==> src/rtl/mem_arb_pkg.sv <==
// Shared definitions for the CPU/DMA memory port arbiter: read-data ownership
// encodings, the default starvation limit and the counter width helper.
package mem_arb_pkg;

    localparam int STARVE_MAX_DEF = 8;

    typedef enum logic [1:0] {
        OWN_NONE = 2'd0,
        OWN_CPU  = 2'd1,
        OWN_DMA  = 2'd2
    } own_e;

    // Width needed to hold 0..max inclusive (at least one bit).
    function automatic int cnt_w(input int max);
        return (max < 1) ? 1 : $clog2(max + 1);
    endfunction

endpackage

==> src/rtl/mem_port_arbiter_if.sv <==
// CPU, DMA and memory-side bus signals of the arbiter; the master modport is
// the arbiter's view, the slave modport is the surrounding system's view.
interface mem_port_arbiter_if #(
    parameter int AW = 32,
    parameter int DW = 32
);
    logic [3:0]    cpu_mem_we;
    logic          cpu_mem_re;
    logic [AW-1:0] cpu_mem_addr;
    logic [DW-1:0] cpu_mem_wdata;
    logic [DW-1:0] cpu_mem_rdata;

    logic          dma_req;
    logic [3:0]    dma_we;
    logic [AW-1:0] dma_addr;
    logic [DW-1:0] dma_wdata;
    logic          dma_gnt;
    logic          dma_rvalid;
    logic [DW-1:0] dma_rdata;

    logic [3:0]    mem_we;
    logic          mem_re;
    logic [AW-1:0] mem_addr;
    logic [DW-1:0] mem_wdata;
    logic [DW-1:0] mem_rdata;

    modport master (
        input  cpu_mem_we, cpu_mem_re, cpu_mem_addr, cpu_mem_wdata,
        output cpu_mem_rdata,
        input  dma_req, dma_we, dma_addr, dma_wdata,
        output dma_gnt, dma_rvalid, dma_rdata,
        output mem_we, mem_re, mem_addr, mem_wdata,
        input  mem_rdata
    );

    modport slave (
        output cpu_mem_we, cpu_mem_re, cpu_mem_addr, cpu_mem_wdata,
        input  cpu_mem_rdata,
        output dma_req, dma_we, dma_addr, dma_wdata,
        input  dma_gnt, dma_rvalid, dma_rdata,
        input  mem_we, mem_re, mem_addr, mem_wdata,
        output mem_rdata
    );

endinterface

==> src/rtl/mem_port_arbiter_starve_counter.sv <==
// Counts consecutive cycles a DMA request has waited; at_max flags that the
// next request must be forced through ahead of the CPU.
module arb_starve_counter
    import mem_arb_pkg::*;
#(
    parameter  int STARVE_MAX = STARVE_MAX_DEF,
    localparam int CW         = cnt_w(STARVE_MAX)
) (
    input  logic          clk,
    input  logic          rst_n,
    input  logic          en,
    input  logic          dma_req,
    input  logic          dma_gnt,
    output logic [CW-1:0] cnt,
    output logic          at_max
);

    assign at_max = (cnt == CW'(STARVE_MAX));

    always_ff @(posedge clk or negedge rst_n) begin
        if (!rst_n) begin
            cnt <= '0;
        end else if (en) begin
            if (dma_gnt || !dma_req) begin
                cnt <= '0;
            end else if (!at_max) begin
                cnt <= cnt + CW'(1);
            end
        end
    end

endmodule

==> src/rtl/mem_port_arbiter.sv <==
// Single-port memory arbiter: CPU has priority, DMA steals idle cycles and is
// forced through after STARVE_MAX waits; CPU read data is held across stalls.
module mem_port_arbiter
    import mem_arb_pkg::*;
#(
    parameter int STARVE_MAX = STARVE_MAX_DEF,
    parameter int AW         = 32,
    parameter int DW         = 32
) (
    input  logic                clk,
    input  logic                rst_n,
    input  logic                en,
    output logic                cpu_en,
    mem_port_arbiter_if.master  bus
);

    localparam int CW = cnt_w(STARVE_MAX);

    logic          run;
    logic          cpu_act;
    logic          dma_gnt;
    logic          dma_rd;
    logic          at_max;
    logic [CW-1:0] starve_cnt;
    own_e          own_q;
    own_e          own_d;
    logic          hold_vld;
    logic [DW-1:0] hold_data;
    logic [AW-1:0] addr_mux;
    logic [DW-1:0] wdata_mux;

    // Reset also forces the combinational grant/enable outputs low.
    assign run     = en & rst_n;
    assign cpu_act = bus.cpu_mem_re | (|bus.cpu_mem_we);
    assign dma_gnt = run & bus.dma_req & (~cpu_act | at_max);
    assign cpu_en  = run & ~(dma_gnt & cpu_act);
    assign dma_rd  = dma_gnt & (bus.dma_we == 4'd0);

    assign bus.dma_gnt = dma_gnt;

    arb_starve_counter #(
        .STARVE_MAX (STARVE_MAX)
    ) u_starve (
        .clk     (clk),
        .rst_n   (rst_n),
        .en      (en),
        .dma_req (bus.dma_req),
        .dma_gnt (dma_gnt),
        .cnt     (starve_cnt),
        .at_max  (at_max)
    );

    always_comb begin
        bus.mem_we = 4'd0;
        bus.mem_re = 1'b0;
        addr_mux   = bus.cpu_mem_addr;
        wdata_mux  = bus.cpu_mem_wdata;
        if (dma_gnt) begin
            bus.mem_we = bus.dma_we;
            bus.mem_re = (bus.dma_we == 4'd0);
            addr_mux   = bus.dma_addr;
            wdata_mux  = bus.dma_wdata;
        end else if (cpu_en) begin
            bus.mem_we = bus.cpu_mem_we;
            bus.mem_re = bus.cpu_mem_re;
        end
    end

    assign bus.mem_addr  = addr_mux;
    assign bus.mem_wdata = wdata_mux;

    // Ownership of mem_rdata in the cycle after the access was issued.
    always_ff @(posedge clk or negedge rst_n) begin
        if (!rst_n) begin
            own_q <= OWN_NONE;
        end else if (en) begin
            own_q <= own_d;
        end
    end

    always_comb begin
        own_d = OWN_NONE;
        if (dma_rd) begin
            own_d = OWN_DMA;
        end else if (cpu_en && bus.cpu_mem_re) begin
            own_d = OWN_CPU;
        end
    end

    assign bus.dma_rvalid = (own_q == OWN_DMA);
    assign bus.dma_rdata  = bus.dma_rvalid ? bus.mem_rdata : '0;

    // A stalled CPU would miss its read word; park it until the CPU runs again.
    always_ff @(posedge clk or negedge rst_n) begin
        if (!rst_n) begin
            hold_vld  <= 1'b0;
            hold_data <= '0;
        end else if (en) begin
            if (own_q == OWN_CPU && !cpu_en && !hold_vld) begin
                hold_vld  <= 1'b1;
                hold_data <= bus.mem_rdata;
            end else if (cpu_en) begin
                hold_vld  <= 1'b0;
            end
        end
    end

    assign bus.cpu_mem_rdata = hold_vld ? hold_data : bus.mem_rdata;

endmodule

==> src/flat_wrapper.sv <==
// flat-port wrapper written by rule: the top's interface ports become plain ports
module mem_port_arbiter_flat import mem_arb_pkg::*;
#(
    parameter int STARVE_MAX = STARVE_MAX_DEF,
    parameter int AW         = 32,
    parameter int DW         = 32
)
  (clk, rst_n, en, cpu_en, bus_cpu_mem_we, bus_cpu_mem_re, bus_cpu_mem_addr, bus_cpu_mem_wdata, bus_cpu_mem_rdata, bus_dma_req, bus_dma_we, bus_dma_addr, bus_dma_wdata, bus_dma_gnt, bus_dma_rvalid, bus_dma_rdata, bus_mem_we, bus_mem_re, bus_mem_addr, bus_mem_wdata, bus_mem_rdata);
  mem_port_arbiter_if #(.AW(AW), .DW(DW)) bus_i ();
  input  logic clk;
  input  logic rst_n;
  input  logic en;
  output logic cpu_en;
  input wire logic [$bits(bus_i.cpu_mem_we)-1:0] bus_cpu_mem_we;
  input wire logic [$bits(bus_i.cpu_mem_re)-1:0] bus_cpu_mem_re;
  input wire logic [$bits(bus_i.cpu_mem_addr)-1:0] bus_cpu_mem_addr;
  input wire logic [$bits(bus_i.cpu_mem_wdata)-1:0] bus_cpu_mem_wdata;
  output wire logic [$bits(bus_i.cpu_mem_rdata)-1:0] bus_cpu_mem_rdata;
  input wire logic [$bits(bus_i.dma_req)-1:0] bus_dma_req;
  input wire logic [$bits(bus_i.dma_we)-1:0] bus_dma_we;
  input wire logic [$bits(bus_i.dma_addr)-1:0] bus_dma_addr;
  input wire logic [$bits(bus_i.dma_wdata)-1:0] bus_dma_wdata;
  output wire logic [$bits(bus_i.dma_gnt)-1:0] bus_dma_gnt;
  output wire logic [$bits(bus_i.dma_rvalid)-1:0] bus_dma_rvalid;
  output wire logic [$bits(bus_i.dma_rdata)-1:0] bus_dma_rdata;
  output wire logic [$bits(bus_i.mem_we)-1:0] bus_mem_we;
  output wire logic [$bits(bus_i.mem_re)-1:0] bus_mem_re;
  output wire logic [$bits(bus_i.mem_addr)-1:0] bus_mem_addr;
  output wire logic [$bits(bus_i.mem_wdata)-1:0] bus_mem_wdata;
  input wire logic [$bits(bus_i.mem_rdata)-1:0] bus_mem_rdata;
  assign bus_i.cpu_mem_we = bus_cpu_mem_we;
  assign bus_i.cpu_mem_re = bus_cpu_mem_re;
  assign bus_i.cpu_mem_addr = bus_cpu_mem_addr;
  assign bus_i.cpu_mem_wdata = bus_cpu_mem_wdata;
  assign bus_cpu_mem_rdata = bus_i.cpu_mem_rdata;
  assign bus_i.dma_req = bus_dma_req;
  assign bus_i.dma_we = bus_dma_we;
  assign bus_i.dma_addr = bus_dma_addr;
  assign bus_i.dma_wdata = bus_dma_wdata;
  assign bus_dma_gnt = bus_i.dma_gnt;
  assign bus_dma_rvalid = bus_i.dma_rvalid;
  assign bus_dma_rdata = bus_i.dma_rdata;
  assign bus_mem_we = bus_i.mem_we;
  assign bus_mem_re = bus_i.mem_re;
  assign bus_mem_addr = bus_i.mem_addr;
  assign bus_mem_wdata = bus_i.mem_wdata;
  assign bus_i.mem_rdata = bus_mem_rdata;
  mem_port_arbiter #(.STARVE_MAX(STARVE_MAX), .AW(AW), .DW(DW)) u_core (.clk(clk), .rst_n(rst_n), .en(en), .cpu_en(cpu_en), .bus(bus_i));
endmodule
==> config.mk <==
export PLATFORM = sky130hd
export DESIGN_NAME = mem_port_arbiter_flat
export DESIGN_NICKNAME = d
export VERILOG_FILES = /design/src/rtl/mem_arb_pkg.sv /design/src/rtl/mem_port_arbiter_if.sv /design/src/rtl/mem_port_arbiter_starve_counter.sv /design/src/rtl/mem_port_arbiter.sv /design/src/flat_wrapper.sv
export SDC_FILE = /design/constraint.sdc
export NUM_CORES = 1
export LEC_CHECK = 0
export BUFFER_PORTS_ARGS = -buffer_cell sky130_fd_sc_hd__clkbuf_2
export CORE_AREA = 2 2 120 122
export DETAILED_ROUTE_END_ITERATION = 16
export DIE_AREA = 0 0 122 124
export PLACE_DENSITY = 0.66
export SETUP_SLACK_MARGIN = 0.5
export SLEW_MARGIN = 20
export SYNTH_ARGS = -nofsm -noshare
export SYNTH_HDL_FRONTEND = slang
export SYNTH_SLANG_ARGS = --single-unit
==> constraint.sdc <==
create_clock -name clk -period 1.95 [get_ports clk]
set_input_delay 0.2925 -clock clk [delete_from_list [all_inputs] [get_ports clk]]
set_output_delay 0.2925 -clock clk [all_outputs]
set_load 0.01 [all_outputs]
==> summary.txt <==
STA
  – RSZ-0062 raised after global routing: true
  – Total negative slack: -22590 ps
  – Final Hold Fails: 0
  – Fmax achieved: 0.434 GHz
  – Max Transition Viols Final: 0
  – Min Tclk post-route: between 2000 and 2500 ps
  – Clock Skews: 6.26 ps
  – Tightest Pin Transition: approximately 460 ps
  – Slew headroom: 0.696
  – Setup-failing EPs final: 70
  – Final worst setup slack: -355 ps
  – Tcrit/Tclk final: 1.18

Detailed routing
  – DRC: 0
  – ANT nets after route: 0
  – Via/cell ratio: 4.53
  – Initial DRC count: 124
  – Drt pass-1 iters: 6
  – Vias: around 3600
  – Drt wl/cell: around 20 um
  – Final wirelength: 16000 um

Setup path
  – Worst R2R Setup Slack: 90 ps
  – Setup crit end kind: output pin
  – Critical Path AT: 2010 ps
  – Reg-to-Reg End: u_core.hold_data[31]$_DFFE_PN0P_
  – Worst reg2reg path startpoint: u_core.u_starve.cnt[0]$_DFFE_PN0P_
  – Crit path kind: reg -> out
  – Worst path required time: 1660 ps
  – Cells on worst reg2reg path: 9
  – CP Max Fanout: 23
  – CP Launch Type: flop

Global routing
  – Global-route wire length before repair: 20900 um
  – Total grt overflow: 0
  – Largest net degree at the start of global routing: 36
  – Global Route Usage Sum: 0.186
  – Initial antenna violation count: 0
  – Vias in the first global route: roughly 3800

Floorplanning
  – FP Rows: 43
  – Horiz. Die Dim: 122 um
  – Die area: 15100 um2
  – Core area: 13700 um2
  – Starting Density: 0.246
  – I/O pins: 309
  – Die H: 124 um

Clock network
  – Num CTS Buffers: 5
  – H-Tree Depth: 2
  – Reg clk slew, reported paths: 70 ps
  – Clock Path Buffers: 2
  – Clock latency on the worst-skew pair: 290 ps
  – CTS Root Cell: clkbuf_16
  – Sink Count: 39
  – CTS tree: yes

Synth
  – Synthesized area: 3380 um2
  – Post-synthesis net count: ~440
  – Post-synthesis average cell area: 12.8 um2
  – Sequential-to-total area share from yosys stat: 0.289
  – Yosys warnings: 0
  – Post-synth cell types: 33
  – Post-synthesis register bit count: 39
  – Post-Synthesis Cells: 264

Placement
  – Area after DPL: 5380 um2
  – IO buf count: 308
  – DP HPWL: 11100 um
  – Routability Congestion: 0.862
  – Dpl ws: -112 ps

Power
  – Sw frac: 0.282
  – Worst VDD drop: 0.000375 V
  – Int Power: 3.17 mW
  – Pwr dens: 640 nW/um2
  – Leak: 3.90 nW
  – Reg power frac: 0.285
  – Comb pwr share: 0.467
  – Clock share of power: 0.248
  – Psw: 1.25 mW

Final layout
  – ANT cells: 0
  – Share of cells above drive strength 1: 0.892
  – Final Core Density: 0.503
  – Cell area after layout: approximately 7000 um2
  – Area growth, synth to finish: 104%
  – Final net count: around 800
  – Filler cells: 1184

Outcome
  – Status: finished with violations
  – Failing checks: setup timing

Run
  – Maximum Capacitance Violations: 0

Worst hold path
  – Worst min path class: in -> async
[logic make-up after synthesis]
logic type,synth area share
AOI/OAI and AO/OA,0.0322
adders and majority gates,0.00740
buffers and inverters,0.0485
DFF,0.289
muxes,0.517
and+or+nand+nor,0.106
[flip-flops by register name (all words and copies together) (netlist names)]
name	flops
u_core.own_q	2
u_core.u_starve.cnt	4
u_core.hold_data	32
u_core.hold_vld	1
[critical path, stage by stage (launching register included)]
cell	delay, ps
dfrtp_1	380
inv_2	80
ha_4	130
nand3b_1	110
o22ai_2	210
nand2_4	140
buf_12	210
mux2_4	310
clkbuf_2	130
[how the worst max path moves through the flow]
stage / start / endpoint / slack [ps] / cells past startpoint
after global routing: u_core.u_starve.cnt[0]$_DFFE_PN0P_ / bus_mem_addr[19] / -430 / 8
after floorplan: u_core.u_starve.cnt[0]$_DFFE_PN0P_ / bus_mem_addr[0] / 160 / 7
after CTS: u_core.u_starve.cnt[0]$_DFFE_PN0P_ / bus_mem_addr[18] / -350 / 8
final: u_core.u_starve.cnt[0]$_DFFE_PN0P_ / bus_mem_we[1] / -360 / 8
after detailed placement: bus_cpu_mem_we[0] / bus_mem_addr[18] / -110 / 7
after global placement: bus_cpu_mem_we[0] / bus_mem_addr[12] / -80 / 7
[layer usage]
metal | share of wire | vias up | global-route usage | routed length, um
li1 | - | 1678 | - | -
met1 | 0.35 | 1755 | 0.198 | 5590
met2 | 0.55 | 185 | 0.368 | 8870
met3 | 0.072 | 20 | 0.0348 | 1150
met4 | 0.027 | 0 | 0.0532 | 427
met5 | 0 | - | 0 | 0
[cells in the mapped netlist (all sizes together)]
| cell | count | area (um2) |
|---|---|---|
| a21oi | 2 | 10.0 |
| a22o | 3 | 26.3 |
| a31oi | 1 | 6.26 |
| and2 | 32 | 200 |
| and3 | 4 | 25.0 |
| buf | 14 | 134 |
| clkbuf | 4 | 15.0 |
| dfrtp | 39 | 976 |
| ha | 2 | 25.0 |
| inv | 4 | 15.0 |
| mux2 | 133 | 1750 |
| nand2 | 2 | 15.0 |
| nand3 | 2 | 10.0 |
| nand3b | 1 | 7.51 |
| nand4b | 1 | 8.76 |
| nand4bb | 1 | 11.3 |
| nor2 | 4 | 15.0 |
| nor2b | 2 | 12.5 |
| nor3 | 2 | 10.0 |
| nor4b | 1 | 23.8 |
| o21ai | 3 | 18.8 |
| o221ai | 1 | 8.76 |
| o22ai | 1 | 12.5 |
| o2bb2ai | 3 | 26.3 |
| or3 | 1 | 11.3 |
| or4 | 1 | 7.51 |
[through the flow]
stage / hold WS (ps) / instances / power (mW)
floorplan: -3.09 / 264 / 2.13
global placement: 307 / 757 / 2.70
detailed placement: 309 / 757 / 2.73
CTS: 158 / 794 / 4.12
global route: 213 / 803 / 4.62
finish: 157 / 803 / 4.42
[cells in the final DEF, fill, tap and decap left out, drive strengths merged]
| master | instances |
|---|---|
| nand2 | 2 |
| nor4b | 1 |
| ha | 2 |
| clkbuf | 240 |
| buf | 133 |
| and3 | 4 |
| nor2b | 2 |
| nand4b | 1 |
| mux2 | 133 |
| or4 | 1 |
| nand4bb | 1 |
| o21ai | 3 |
| o22ai | 1 |
| dfrtp | 39 |
| dlygate4sd3 | 1 |
| o2bb2ai | 3 |
| nor2 | 4 |
| and2 | 32 |
| inv | 5 |
| a21oi | 2 |
| bufinv | 2 |
| nand3 | 2 |
| nor3 | 2 |
| or3 | 1 |
| a31oi | 1 |
| a22o | 3 |
| o221ai | 1 |
| nand3b | 1 |
[layout make-up]
class	count	area [um2]	share of cell area
Clock buffer	5	125	0.0181
Clock inverter	3	71.3	0.0103
Inverter	4	15.0	0.00217
Multi-Input combinational cell	203	2640	0.382
Sequential cell	39	977	0.141
Tap cell	180	225	0.0326
Timing Repair Buffer	369	2860	0.414
[power by group through the flow]
stage          registers (mW)  logic (mW)  clock network, mW
5_1_grt                  1.29        2.18               1.15
2_1_floorplan            1.19       0.943                  0
3_3_place_gp             1.23        1.47                  0
3_5_place_dp             1.23        1.50                  0
6_report                 1.26        2.06               1.09
4_1_cts                  1.24        1.76               1.12
[timing repair]
| action | 4_1_cts | 5_1_grt |
|---|---|---|
| pin swaps | 10 | 26 |
| gates cloned | 10 | 1 |
| hold buffers | 1 | 0 |
| hold endpoints to repair | 4 | 0 |
| buffers inserted | 18 | 8 |
| setup endpoints to repair | 171 | 174 |
| resized for setup | 45 | 206 |
(Power assumes the default switching activity.)
